===== config.mk =====
export PLATFORM = sky130hd
export DESIGN_NAME = mem_port_arbiter
export DESIGN_NICKNAME = d
export VERILOG_FILES = /design/src/rtl/mem_port_arbiter_pkg.sv /design/src/rtl/rr_arbiter2.sv /design/src/rtl/mem_port_arbiter.sv
export SDC_FILE = /design/constraint.sdc
export NUM_CORES = 1
export LEC_CHECK = 0
export ABC_AREA = 1
export CAP_MARGIN = 20
export CELL_PAD_IN_SITES_DETAIL_PLACEMENT = 1
export CELL_PAD_IN_SITES_GLOBAL_PLACEMENT = 2
export CORE_UTILIZATION = 31
export CTS_CLUSTER_SIZE = 16
export DETAILED_ROUTE_END_ITERATION = 8
export GPL_TIMING_DRIVEN = 0
export PLACE_DENSITY = 0.92
export SETUP_SLACK_MARGIN = 0.3
export SLEW_MARGIN = 20
export SYNTH_ARGS = -nofsm -noshare
export SYNTH_HDL_FRONTEND = slang
export SYNTH_SLANG_ARGS = --single-unit

===== constraint.sdc =====
create_clock -name clk -period 11.9 [get_ports clk]
set_input_delay 1.785 -clock clk [delete_from_list [all_inputs] [get_ports clk]]
set_output_delay 1.785 -clock clk [all_outputs]
set_load 0.02 [all_outputs]

===== src/rtl/mem_port_arbiter_pkg.sv =====
// Shared encodings for the byte-serial memory port arbiter.
// Size codes, FSM states, owner ids and the size-to-byte-count helper.
package mem_pkg;

  localparam logic [1:0] SZ_BYTE = 2'd0;
  localparam logic [1:0] SZ_HALF = 2'd1;
  localparam logic [1:0] SZ_WORD = 2'd2;

  localparam logic [1:0] A_IDLE  = 2'd0;
  localparam logic [1:0] A_XFER  = 2'd1;
  localparam logic [1:0] A_DRAIN = 2'd2;
  localparam logic [1:0] A_RESP  = 2'd3;

  localparam logic OWN_I = 1'b0;
  localparam logic OWN_D = 1'b1;

  // Reserved code 3 falls through to the word case.
  function automatic logic [2:0] size_bytes(input logic [1:0] size);
    case (size)
      SZ_BYTE: return 3'd1;
      SZ_HALF: return 3'd2;
      default: return 3'd4;
    endcase
  endfunction

endpackage


===== src/rtl/rr_arbiter2.sv =====
// Two-input round-robin arbiter with registered priority.
// Index 0 is the I port, index 1 the D port; prio names the favoured index.
module rr_arbiter2 #(
  parameter bit first = 1'b1
) (
  input  logic       clk,
  input  logic       rst,
  input  logic [1:0] req,
  input  logic       en,
  output logic [1:0] gnt
);

  logic prio;

  always_comb begin
    gnt = req;
    if (req == 2'b11) gnt = prio ? 2'b10 : 2'b01;
  end

  // After any grant the other port becomes favoured.
  always_ff @(posedge clk or posedge rst) begin
    if (rst) prio <= first;
    else if (en && (|gnt)) prio <= gnt[0];
  end

endmodule


===== src/rtl/mem_port_arbiter.sv =====
// Shares one byte-wide memory between fetch (I) and load/store (D) ports,
// serialising word requests into MSB-first byte accesses.
module mem_port_arbiter
  import mem_pkg::*;
#(
  parameter int addr_width = 32,
  parameter int width      = 32,
  parameter bit d_first    = 1'b1
) (
  input  logic                  clk,
  input  logic                  rst,
  input  logic                  i_req,
  input  logic [addr_width-1:0] i_addr,
  input  logic                  i_flush,
  output logic                  i_gnt,
  output logic                  i_valid,
  output logic [width-1:0]      i_rdata,
  input  logic                  d_req,
  input  logic                  d_we,
  input  logic [1:0]            d_size,
  input  logic [addr_width-1:0] d_addr,
  input  logic [width-1:0]      d_wdata,
  output logic                  d_gnt,
  output logic                  d_valid,
  output logic [width-1:0]      d_rdata,
  output logic [addr_width-1:0] mem_addr,
  output logic                  mem_re,
  output logic                  mem_we,
  output logic [7:0]            mem_wdata,
  input  logic [7:0]            mem_rdata
);

  logic [1:0]            state;
  logic                  owner;
  logic                  we_q;
  logic [2:0]            n_q;
  logic [2:0]            cnt;
  logic [addr_width-1:0] base_q;
  logic [width-1:0]      wdata_q;
  logic [width-1:0]      acc;
  logic                  rd_pend;
  logic                  flushed;

  logic [1:0]            arb_req;
  logic [1:0]            arb_gnt;
  logic                  arb_en;
  logic [2:0]            byte_idx;
  logic [width-1:0]      wsh;
  logic [width-1:0]      acc_next;
  logic                  i_cancel;

  assign arb_en   = (state == A_IDLE);
  assign arb_req  = {d_req, i_req & ~i_flush};
  assign byte_idx = n_q - 3'd1 - cnt;
  assign wsh      = wdata_q >> {byte_idx, 3'b000};
  // rd_pend marks the cycle in which mem_rdata carries the previous strobe's byte.
  assign acc_next = {acc[width-9:0], mem_rdata};
  assign i_cancel = flushed | i_flush;

  rr_arbiter2 #(.first(d_first)) u_arb (
    .clk (clk),
    .rst (rst),
    .req (arb_req),
    .en  (arb_en),
    .gnt (arb_gnt)
  );

  always_ff @(posedge clk or posedge rst) begin
    if (rst) begin
      state     <= A_IDLE;
      owner     <= OWN_I;
      we_q      <= 1'b0;
      n_q       <= 3'd0;
      cnt       <= 3'd0;
      base_q    <= '0;
      wdata_q   <= '0;
      acc       <= '0;
      rd_pend   <= 1'b0;
      flushed   <= 1'b0;
      i_gnt     <= 1'b0;
      i_valid   <= 1'b0;
      i_rdata   <= '0;
      d_gnt     <= 1'b0;
      d_valid   <= 1'b0;
      d_rdata   <= '0;
      mem_addr  <= '0;
      mem_re    <= 1'b0;
      mem_we    <= 1'b0;
      mem_wdata <= 8'd0;
    end else begin
      i_gnt     <= 1'b0;
      d_gnt     <= 1'b0;
      i_valid   <= 1'b0;
      d_valid   <= 1'b0;
      mem_re    <= 1'b0;
      mem_we    <= 1'b0;
      mem_addr  <= '0;
      mem_wdata <= 8'd0;
      rd_pend   <= mem_re;
      if (rd_pend) acc <= acc_next;
      if (state != A_IDLE && owner == OWN_I && i_flush) flushed <= 1'b1;

      case (state)
        A_IDLE: begin
          if (|arb_gnt) begin
            owner   <= arb_gnt[1];
            i_gnt   <= arb_gnt[0];
            d_gnt   <= arb_gnt[1];
            base_q  <= arb_gnt[1] ? d_addr : i_addr;
            we_q    <= arb_gnt[1] & d_we;
            wdata_q <= d_wdata;
            n_q     <= arb_gnt[1] ? size_bytes(d_size) : 3'd4;
            cnt     <= 3'd0;
            acc     <= '0;
            flushed <= 1'b0;
            state   <= A_XFER;
          end
        end

        A_XFER: begin
          mem_addr <= base_q + addr_width'(cnt);
          if (we_q) begin
            mem_we    <= 1'b1;
            mem_wdata <= wsh[7:0];
          end else begin
            mem_re <= 1'b1;
          end
          cnt <= cnt + 3'd1;
          if (cnt == n_q - 3'd1) state <= we_q ? A_RESP : A_DRAIN;
        end

        // A cancelled fetch has nothing to respond with, so it skips RESP.
        A_DRAIN: begin
          if (owner == OWN_I && i_cancel) state <= A_IDLE;
          else state <= A_RESP;
        end

        A_RESP: begin
          state <= A_IDLE;
          if (owner == OWN_D) begin
            d_valid <= 1'b1;
            if (!we_q) d_rdata <= acc_next;
          end else if (!i_cancel) begin
            i_valid <= 1'b1;
            i_rdata <= acc_next;
          end
        end

        default: state <= A_IDLE;
      endcase
    end
  end

endmodule


After elaboration in Yosys (flattened, before gate mapping)
Cells that the tools add are included.

storage, ports and cells
  bits of input ports = 112
  output and inout port bits = 110
  word-level logic and storage cells = 89
  bits in registers = 219

cells by class
  add/subtract/negate cells = 4
  reductions and logical operators = 14
  equal/unequal tests = 8
  shifts and indexed selects = 1
  mux-type cells = 34
  bitwise operators = 7

operators with widths
  kind                                                                number
  32-bit two-way mux                                                  5
  32-bit by 3-bit adder with 32-bit output                            1
  32-bit by 6-bit >> shifter with 8-bit output                        1
  1-bit two-way mux                                                   17
  8-bit two-way mux                                                   2
  3-bit one-hot mux with 2 select lines                               2
  2-bit two-way mux                                                   5
  2-bit one-hot mux with 4 select lines                               1
  2-bit == test, second input constant                                3
  3-bit two-way mux                                                   2
  2-bit AND reduction                                                 3
  3-bit AND reduction                                                 2
  2-bit by 1-bit == test with 1-bit output, second input constant     2
  1-bit logical AND                                                   4
  2-bit zero test                                                     2
  2-bit inequality test, second input constant                        2
  1-bit NOT                                                           4
  2-bit nonzero test                                                  2
  3-bit by 1-bit adder with 3-bit output, second input constant       1
  3-bit == test                                                       1
  3-bit by 1-bit subtractor with 3-bit output, second input constant  1
  3-bit subtractor                                                    1
  1-bit AND                                                           2
  2-bit OR reduction                                                  1
  1-bit OR                                                            1

Longest topological paths before layout
  word-level depth = 7
  mapped depth = 12
  gate-level depth less buffers = 12

Hierarchy
From an unflattened synthesis, not the netlist that was laid out.

unflattened totals
  cell total of the unflattened synthesis = 1133
  area total of the unflattened synthesis = 9389.0 um^2

modules (own cells, without submodules)
  module            cells each  sequential area each (um^2)  instances  area each (um^2)
  mem_port_arbiter  1124        5255.0                       1          9323.9
  rr_arbiter2       9           26.3                         1          65.1

Worst setup path before layout
OpenSTA, ideal clock, no wires.

  path type = input port to flip-flop
  start = in i_req
  end = reg base_q[13]
  required time = 11.774 ns
  setup time = 0.126 ns
  arrival time = 2.571 ns
  slack = 9.203 ns
  path buffers = 1
  cell stages on the path = 8
  cell sequence = inv_1 -> nor2_2 -> nand2_1 -> nand2_2 -> inv_2 -> clkbuf_1 -> o21ai_0 -> o22ai_1

on the way
  longest elaborated chain between the ends = 5
  elaborated cells on any way between the ends = 6
  those cells by class = 1 x eq/ne; 2 x mux; 1 x bitwise; 2 x reduce/logical

ends and longest elaborated chain
  what                           line                     source
  from (decl)                    mem_port_arbiter.sv:12   input logic i_req,
  1-bit AND *                    mem_port_arbiter.sv:53   assign arb_req = {d_req, i_req & ~i_flush};
  2-bit == test                  rr_arbiter2.sv:17        if (req == 2'b11) gnt = prio ? 2'b10 : 2'b01;
  2-bit two-way mux *            rr_arbiter2.sv:17
  2-bit OR reduction             mem_port_arbiter.sv:105  if (|arb_gnt) begin
  2-bit AND reduction (no line)  -
  to (signal assigned)           mem_port_arbiter.sv:109  base_q <= arb_gnt[1] ? d_addr : i_addr;
  to (decl)                      mem_port_arbiter.sv:38   logic [addr_width-1:0] base_q;

Every way passes the cells marked *; elsewhere a longest branch is shown, timed or not.
A chain may end at the register's enable or synchronous reset.

Worst setup path after layout
  start = reg i_rdata[6]
  end = out i_rdata[6]

RTL lines
  what                    line                     source
  from (decl)             mem_port_arbiter.sv:17   output logic [width-1:0] i_rdata,
  from (signal assigned)  mem_port_arbiter.sv:145  i_rdata <= acc_next;

No word-level cell between the ends.

==> flow_summary.ini <==
[status]
status = finished clean

[synthesis]
synth_cells = 1111
synth-compound-area-share_pct = 12.6
synth_fa_ha_area_share_pct = 1.37
synth_nets = 1232
muxShareOfSynthArea_pct = 0
synth_edf_count = 0
yosys.area_share.simple_pct = 21.8
synth_area_leaders = dfrtp_1 56%, nand2_1 13%, o21ai_0 5.8%
synth.most_common_cell = nand2_1
synth_area_um2 = 9340
ys.flop_type = dfrtp_1
ys_warn_count = 0
synth_xor_area_share_pct = 0.188
yosys.area.top_type = dfrtp_1
synthTopCellsByCount = 323 x nand2_1, 210 x dfrtp_1, 135 x nor2_1, 115 x inv_1, 109 x o21ai_0
syn-mean-instance-area_um2 = 8.41
synth_top_family_by_area = simple AND/OR/NAND/NOR gates
ys_ff_latch = 211
ys_seq_area_share_pct = 56.5
ys_async_sr_fraction_pct = 100
synth.distinct_cells = 36
synth.top_cell.area_share_pct = 56.3

[clocking]
cts_tree = yes
numCtsBuffers = 24
hold_buffers = 0
htree_levels = 1
cts.sinks = 211
post_cts_buffers = 0
cts_resized = 0
clk-insertion-delay-late_ns = 0.52
cts-root-buf = clkbuf_16
clockBufferDepth = 3
path_clk_slew_ns = 0.06

[sta]
slew_headroom_pct = 63.9
worst_slack_ns = 8.58
period_minus_slack_ns = 3.32
finalMaxSlewViolations = 0
timing.fmax_mhz = 301
min_period_over_period_pct = 27.9
setup_violations = 0
rsz0062_at_grt = false
worst_pin_slew_ns = 0.541
hold_viol = 0
clock_skew_ns = 0.0116
fin_setup_tns_ns = 0

[worst_setup_path]
cp-end-kind = output pin
critPathMaxFanout = 2
arrival_ns = 1.53
max_stage_delay_ns = 0.62
critPathKind = register to output pin
cp_data_required_time_ns = 10.12
cp_num_buf_inv = 1
crit_chain = clkdlybuf4s50_1
cp_top_family = buffers and inverters
worst_path_max_delay_cell = clkdlybuf4s50_1
worst_setup_path_start_kind = register

[floorplan]
pin_count = 222
die-area_um2 = 30800
core-area_um2 = 29600
die_h_um = 176
rows = 63
die_w_um = 176
initial_core_util_pct = 31.5

[global_route]
grt_pass1_wl_mm = 48.7
antenna_found_initial = 2
grt_max_degree = 104
track_usage_pct = 20.2
grt-ovfl-total = 0
first_global_vias = 8836

[detailed_routing]
drtIter0Drc = 339
drtPass1Iterations = 5
routed_wirelength_mm = 30.5
num_vias = 8279
viasPerCell = 4.68
routedWlPerCell_um = 17.2
drtAntennaViolNets = 0
drc = 0

[placement]
detailed_place_hpwl_mm = 22.7
gp_congestion = 0.879
io_buffers = 221
pre_cts_ws_ns = 8.09

[layout]
multi_input_area_um2 = 3360
area_growth_pct = 37.9
nets = 1481
nFillCells = 3586
drive_gt1_share_pct = 7.84
regArea_um2 = 5280

[power_and_ir_drop]
p_per_area_nw_per_um2 = 271
leakagePower_nw = 6.08
irDropWorstVdd_mv = 0.0982

[min_path]
hold_path_class = register to register

[flow_run]
maxCapViolations = 0
[layout by cell type (no fill, tap or decap), drive strengths merged, types with 2 or more instances in the layout]
| cell type | synthesis | layout |
|---|---|---|
| ha | 7 | 7 |
| clkbuf | 10 | 44 |
| o21bai | 2 | 2 |
| clkdlybuf4s50 | 0 | 221 |
| nand2 | 325 | 325 |
| fa | 2 | 2 |
| buf | 37 | 39 |
| clkinv | 0 | 6 |
| nor3 | 9 | 9 |
| and2 | 3 | 3 |
| nand3 | 21 | 21 |
| o21ai | 147 | 147 |
| inv | 118 | 118 |
| nand4 | 3 | 3 |
| o22ai | 21 | 21 |
| bufinv | 0 | 2 |
| dfrtp | 210 | 210 |
| a21oi | 43 | 43 |
| nor2 | 145 | 145 |
[routing by layer]
layer | routed length, um | track usage (%) | vias to the layer above | share of wire, %
li1 | - | - | 4008 | -
met1 | 13900 | 26.9 | 4036 | 46
met2 | 14900 | 34.8 | 192 | 49
met3 | 1080 | 2.40 | 41 | 3.6
met4 | 603 | 4.96 | 2 | 2.0
met5 | 9 | 0 | - | 0.030
[worst paths after layout]
kind	end	slack, ns	start	cells past startpoint
max	i_rdata[6]	8.58	i_rdata[6]$_DFFE_PP0P_	1
min	rd_pend$_DFF_PP0_	0.39	mem_re$_DFF_PP0_	0
max reg2reg	mem_wdata[1]$_DFF_PP0_	9.42	n_q[0]$_DFFE_PP0P_	9
min reg2reg	rd_pend$_DFF_PP0_	0.39	mem_re$_DFF_PP0_	0
max in group asynchronous	u_arb.prio$_DFFE_PP1P_	9.07	rst	4
min in group asynchronous	mem_addr[13]$_DFF_PP0_	1.65	rst	2
[report_power, final]
group / switching, W / internal (W)
clock network: 0.000298 / 0.000435
registers: 0.000205 / 0.00102
logic: 0.000934 / 0.000599
total: 0.00144 / 0.00206
[sequential cells by signal (all words and copies together), names as in the netlist, 2 cells and up]
name / count
i_rdata: 32
d_rdata: 32
wdata_q: 32
cnt: 3
base_q: 32
acc: 24
state: 2
n_q: 3
mem_wdata: 8
mem_addr: 32
[stage by stage]
| stage | instance area, um2 | hold slack (ns) | util, % | instances | power [W] |
|---|---|---|---|---|---|
| after floorplan | 9340 | 0.403 | - | 1111 | 0.00210 |
| after global placement | 12000 | 0.358 | 40.6 | 1722 | 0.00272 |
| after detailed placement | 12100 | 0.370 | 40.8 | 1724 | 0.00277 |
| after CTS | 12900 | 0.387 | 43.5 | 1767 | 0.00354 |
| after global routing | 12900 | 0.394 | 43.5 | 1768 | 0.00376 |
| final | 12900 | 0.386 | 43.5 | 1768 | 0.00349 |
[logic make-up after synthesis]
logic type      count (synthesis)
simple gates                  509
flops                         211
xor+xnor                        2
compound gates                215
fa+ha+maj                       9
buf+inv                       165
[cell type report]
class,instances,share of cell area [%]
Buffer,47,2.02
Tap cell,390,3.79
Clock inverter,9,0.845
Sequential cell,211,41.0
Timing Repair Buffer,223,17.6
Inverter,118,3.50
Clock buffer,34,5.19
Antenna cell,1,0.0194
Multi-Input combinational cell,735,26.1
Note: power is estimated with default switching activity, not from simulation.
